`config.mk`:
```
export PLATFORM = sky130hd
export DESIGN_NAME = sum_accum16
export DESIGN_NICKNAME = d
export VERILOG_FILES = /design/src/rtl/sum_accum16.sv
export SDC_FILE = /design/constraint.sdc
export NUM_CORES = 1
export LEC_CHECK = 0
export ABC_CLOCK_PERIOD_IN_PS = 5650
export CORE_UTILIZATION = 55
export DETAILED_ROUTE_END_ITERATION = 8
export GPL_TIMING_DRIVEN = 0
export PLACE_DENSITY_LB_ADDON = 0.12
export SLEW_MARGIN = 20
export SYNTH_ARGS = -nofsm -noshare
export SYNTH_HDL_FRONTEND = slang
export SYNTH_SLANG_ARGS = --single-unit
```
`constraint.sdc`:
```
create_clock -name clk -period 5.65 [get_ports clk]
set_clock_uncertainty 0.1 [all_clocks]
set_input_delay 0.565 -clock clk [delete_from_list [all_inputs] [get_ports clk]]
set_output_delay 0.565 -clock clk [all_outputs]
set_load 0.03 [all_outputs]
```
`src/rtl/sum_accum16.sv`:
```
// ---------------------------------------------------------------------------
// sum_accum16 - frame accumulator behind the 16-bit ripple-carry adder.
//
// Sums a programmed number of 17-bit adder results ({carry-out, sum}) into an
// ACC_W-bit register. It then presents the total, the beat count and a sticky
// overflow flag on a valid/ready output.
//
// Build option:
//   SUM_ACCUM16_SAT_EN  defined   : the accumulator clamps to all-ones on overflow
//                       undefined : the accumulator wraps modulo 2^ACC_W
//
// Ports:
//   clk        sole clock, rising edge
//   rst_n      asynchronous active-low reset
//   start      begin a frame (sampled in IDLE only)
//   frame_len  beats per frame, latched on start
//   in_valid   upstream beat valid
//   in_ready   beat accepted this cycle when in_valid is also high
//   in_sum     adder sum
//   in_cout    adder carry-out
//   out_valid  frame result available
//   out_ready  downstream takes the result
//   out_acc    frame total
//   out_cnt    beats accumulated
//   out_ovf    accumulator carried out of ACC_W during the frame
//   busy       state is not IDLE
//
// state | meaning
// ------+-------------------------------------------------------------
// IDLE  | waiting for start; last frame's result held on outputs
// ACC   | accepting beats until len_q beats are summed
// DONE  | result valid, waiting for out_ready
// ---------------------------------------------------------------------------
module sum_accum16 #(
    parameter int ACC_W = 24,
    parameter int CNT_W = 8
) (
    input  logic             clk,
    input  logic             rst_n,
    input  logic             start,
    input  logic [CNT_W-1:0] frame_len,
    input  logic             in_valid,
    output logic             in_ready,
    input  logic [15:0]      in_sum,
    input  logic             in_cout,
    output logic             out_valid,
    input  logic             out_ready,
    output logic [ACC_W-1:0] out_acc,
    output logic [CNT_W-1:0] out_cnt,
    output logic             out_ovf,
    output logic             busy
);

    typedef enum logic [1:0] {
        IDLE = 2'd0,
        ACC  = 2'd1,
        DONE = 2'd2
    } state_t;

    state_t           state_q, state_d;
    logic [ACC_W-1:0] acc_q, acc_d;
    logic [CNT_W-1:0] cnt_q, cnt_d;
    logic [CNT_W-1:0] len_q, len_d;
    logic             ovf_q, ovf_d;

    logic [ACC_W-1:0] opnd;
    logic [ACC_W:0]   tmp;
    logic             beat;

    assign opnd = ACC_W'({in_cout, in_sum});
    assign tmp  = {1'b0, acc_q} + {1'b0, opnd};
    assign beat = in_valid && (state_q == ACC);

    always_ff @(posedge clk or negedge rst_n) begin
        if (!rst_n) begin
            state_q <= IDLE;
            acc_q   <= '0;
            cnt_q   <= '0;
            len_q   <= '0;
            ovf_q   <= 1'b0;
        end else begin
            state_q <= state_d;
            acc_q   <= acc_d;
            cnt_q   <= cnt_d;
            len_q   <= len_d;
            ovf_q   <= ovf_d;
        end
    end

    always_comb begin
        state_d = state_q;
        acc_d   = acc_q;
        cnt_d   = cnt_q;
        len_d   = len_q;
        ovf_d   = ovf_q;
        case (state_q)
            IDLE: begin
                if (start) begin
                    len_d   = frame_len;
                    acc_d   = '0;
                    cnt_d   = '0;
                    ovf_d   = 1'b0;
                    state_d = (frame_len == '0) ? DONE : ACC;
                end
            end
            ACC: begin
                if (beat) begin
                    if (tmp[ACC_W]) begin
                        ovf_d = 1'b1;
                    end
`ifdef SUM_ACCUM16_SAT_EN
                    // Once saturated, any further non-zero beat carries out again,
                    // so the clamp holds for the rest of the frame.
                    acc_d = tmp[ACC_W] ? '1 : tmp[ACC_W-1:0];
`else
                    acc_d = tmp[ACC_W-1:0];
`endif
                    cnt_d = cnt_q + CNT_W'(1);
                    if (cnt_q == len_q - CNT_W'(1)) begin
                        state_d = DONE;
                    end
                end
            end
            DONE: begin
                if (out_ready) begin
                    state_d = IDLE;
                end
            end
            default: state_d = IDLE;
        endcase
    end

    assign in_ready  = (state_q == ACC);
    assign out_valid = (state_q == DONE);
    assign busy      = (state_q != IDLE);
    assign out_acc   = acc_q;
    assign out_cnt   = cnt_q;
    assign out_ovf   = ovf_q;

endmodule

```
* Yosys cells after proc, flatten, opt, wreduce, memory -nomap -nowiden
Index checks and enable logic that the tools add are counted. Widths: inputs -> output; s select.
Storage, ports and cells: bits in registers 43, logic and storage cells 41
Operators by class: add/sub/neg operators 3, equality and inequality tests 8, reductions and logical operators 9, muxes and demuxes 16
Operator list (number):
- $mux 24 | 2
- $pmux 24 s2 | 1
- $add 24x17->25 | 1
- $mux 8 | 2
- $pmux 8 s2 | 1
- $mux 2 | 5
- $add 8x1->8 const B | 1
- $eq 8x8->1 | 1
- $logic_not 8->1 | 1
- $ne 2x1->1 const B | 4
- $reduce_and 4->1 | 2
- $sub 8x1->8 const B | 1
- $pmux 2 s3 | 1
- $reduce_bool 2->1 | 2
- $mux 1 | 3
- $reduce_and 3->1 | 1
- $eq 2x1->1 const B | 1
- $eq 2x2->1 const B | 1
- $logic_not 2->1 | 1
- $ne 2x2->1 const B | 1
- $pmux 1 s2 | 1
- $reduce_and 2->1 | 1
- $logic_and 1x1->1 | 1

* Logic depth before layout (Yosys ltp)
word-level depth 5, mapped depth 9, gate-level depth less buffers 9

* Worst setup path before layout
OpenSTA, ideal clock, no wires.
path kind input -> register, start point input in_sum[0], end point register ovf_q (netlist: out_ovf), cell stages on the path 9, arrival time 2604 ps, library setup time 119 ps, slack 2827 ps, required time 5431 ps, cell sequence ha_1 -> fa_1 -> a21o_1 -> a221o_2 -> a311oi_4 -> o221ai_2 -> a31oi_4 -> nor2_1 -> o21a_1
On the way: cells in the longest elaborated chain, start to end 3
Ends and longest elaborated chain:
- start: declaration | RTL line 44 | input logic [15:0] in_sum,
- $add 24x17->25 | RTL line 71 | assign tmp = {1'b0, acc_q} + {1'b0, opnd};
- $ne 2x1->1 (no source line)
- $reduce_and 4->1 (no source line)
- end signal: assignment | RTL line 86 | ovf_q <= ovf_d;
- end: declaration | RTL line 64 | logic ovf_q, ovf_d;
No other way between the ends. A chain may end at the register's enable or synchronous reset.

* Worst setup path after layout
Ends and elaborated chain as after synthesis.

==> results.md <==
- Clk buf depth: 2
- ANT cells: 0
- DRT Pass-1 Iters: 4
- CP bufs+invs: 1
- Multi-input gate area: 1719 sq um
- CP Data Required Time: 5.75 ns
- Number of enable flip-flop cells after synthesis: 0
- Yosys top cell by area: dfrtp_1
- Met2 usage: 0.5212
- Setup TNS: 0 ns
- Leakage power: 1.610 nW
- Worst EP arrival: 3.23 ns
- Element type at the critical path end: flip-flop
- Area grow syn2layout: 30.79%
- Setup violators final: 0
- Largest net degree at the start of global routing: 33
- Worst slew pin tran: 0.5550 ns
- TritonCTS clock tree: done
- Pwr/cell area: 554.2 nW/um^2
- GR peak layer: met2
- Reg2Reg Setup Slack: 2.80 ns
- Clock slew at reported path FFs: 0.09 ns
- First-pass GRT wire length: 12.44 mm
- I/O Buffers: 65
- Die X: 74.18 um
- Die Area: 5502 sq um
- Worst r2r src: out_acc[0]
- Setup ws final: 2.523 ns
- Post-synth ARST share: 1.000
- FF-to-FF End: out_ovf
- Fin crit period: 3.127 ns
- Final Non-Filler Cells: 462
- RSZ-0062 raised after global routing: no
- Mean Syn Cell Area: 8.926 sq um
- Synth Register Bits: 43
- WS Path Type: in -> reg
- Post-synth net total: 371
- Fin crit share: 0.5535
- Initial antenna violation count: 0
- Relative slew slack: 0.6204
- Initial Util: 0.5872
- Top post-synthesis cells by count: 53 x nand2_1, 43 x dfrtp_1, 27 x o21ai_0
- Filler cells: 363
- Congestion Overflow GR: 0
- Drt wl/cell: 16.27 um
- DRT iter0 DRCs: 153
- CTS sink cnt: 43
- Synth area leaders: dfrtp_1 38%, ha_1 8.3%, nand2_1 6.9%, o21ai_0 4.7%, xnor2_1 4.6%
- Max-cap violations: 0
- Placed cells: 454
- Endpoints failing hold: 0
- Crit path max fanout: 4
- Met1 Track Usage GR: 0.3692
- CP max stage cell: fa_1
- Hold buffer count at CTS: 0
- Util after Layout: 0.7679
- Worst path cell trace: clkdlybuf4s50_1, ha_1, fa_1, a21o_1, a221o_2, a311oi_4, o221ai_2, a31oi_4, nor2_1, o21a_1
- TritonCTS Buffers: 5
- Vias: 2731
- Drt drc: 0
- Routability cong.: 0.8623
- Max Fclk: 319.8 MHz
- Total wire length: 7.518 mm
- Hold crit path type: in -> async
- Reg2Reg Depth: 9
- Max VDD drop: 0.3549 mV
- Postcts setup bufs: 0
- Num ports: 66
- Placement Rows: 25
- Pre-CTS setup slack: 2.222 ns
- Pins Over Slew Limit: 0
- Syn. warnings: 0
- Final Total Pwr: 2.077 mW
- Worst path max stage delay: 0.41 ns
- Status: finished clean
- FF/Latch Area: 1076 sq um
- Die height: 74.18 um
- Resize count post-CTS: 0
- CP startpoint kind: input pin
- Remaining antenna violation count: 0
- Post-synth top area share: 0.3755
- Cell family with most CP delay: compound AO/OA/AOI/OAI gates
- Gate Count Post-Synth: 321
- Root buffer selected by CTS: clkbuf_8
- Most frequent cell after synthesis: nand2_1
- H-tree Lvls: 2
- Post-synthesis cell type count: 52
- Core ar.: 4880 sq um
- All-Layer GR Usage: 0.2987
- Top_reg_cell synth: dfrtp_1
- Sequential share of the synthesized area: 0.3755
- M3 GR Usage: 0.05691
- Skew-Pair Late Insertion Delay: 0.30 ns
- Via density per instance: 5.911
- Post-DP HPWL: 5.561 mm
- Mapped cell area: 2865 sq um
- Nets: 444
- Share of cells above drive strength 1: 0.04810
- Vias in the first global route: 2813
[through the flow]
| step | hold WS, ns | cell area (sq um) |
|---|---|---|
| floorplan | 0.1694 | 2865 |
| global placement | 0.3692 | 3600 |
| detailed placement | 0.3792 | 3615 |
| CTS | 0.05663 | 3747 |
| global route | 0.05909 | 3747 |
| finish | 0.04346 | 3747 |
[report_power, final]
part           internal [mW]  switching [mW]  leakage, nW
clock                  0.177           0.113       0.0654
combinational          0.526           0.722        0.993
sequential             0.417           0.122        0.552
total                   1.12           0.957         1.61
[kinds of logic after synthesis]
| group | after synthesis | synth area share |
|---|---|---|
| AO/OA/AOI/OAI | 91 | 0.2183 |
| adder cells (fa/ha/maj) | 20 | 0.08996 |
| flip-flops | 43 | 0.3755 |
| multiplexers | 2 | 0.007423 |
| AND/OR/NAND/NOR | 118 | 0.1956 |
| buffers and inverters | 18 | 0.02446 |
| XOR/XNOR | 29 | 0.08865 |
[registers in the layout, summed over array words and instances (netlist names)]
register  flops
len_q         8
out_acc      24
out_cnt       8
out_ovf       1
state_q       2
[layout make-up]
class	count	share of cell area
well taps	67	0.02237
inverters	7	0.007012
plain buffers	11	0.01169
clock buffers	6	0.01937
flip-flops and latches	43	0.2871
repair buffers	66	0.1776
multi-input cells	260	0.4588
clock inverters	2	0.01603
[worst max path at each step]
stage | from | end | cells after the start | slack [ns]
final | in_sum[0] | out_ovf | 10 | 2.52
after global routing | in_sum[0] | out_acc[22] | 10 | 2.41
after CTS | in_sum[0] | out_ovf | 10 | 2.53
after detailed placement | in_sum[0] | out_ovf | 10 | 2.22
after global placement | in_sum[0] | out_ovf | 10 | 2.22
after floorplan | in_sum[0] | out_ovf | 9 | 2.83
[cells in the final DEF, fill, tap and decap left out, types with 2 or more instances in the layout]
master,count
a22o_1,4
a31oi_1,6
inv_1,7
xnor2_1,15
bufinv_16,2
o21a_1,3
clkbuf_8,5
a32o_1,3
or4_1,2
clkdlybuf4s50_1,64
nor2b_1,2
nor3_1,3
ha_1,19
o21bai_1,2
nand4_1,9
o21ai_1,2
a21oi_1,19
or4b_1,2
nand2_1,53
dfrtp_1,43
o31ai_1,2
a21o_1,9
buf_2,3
xor2_1,14
nand3_1,5
and2_1,3
nor2_1,21
nor4_1,2
and3_1,2
or3_1,7
clkbuf_1,9
o21ai_0,27
nand3b_1,3
[layer usage]
layer  share of wire  wire length, um
met5               0                0
met4           0.016              121
met3           0.061              455
met1            0.43             3242
met2            0.49             3698
Note: power is estimated with default switching activity, not from simulation.
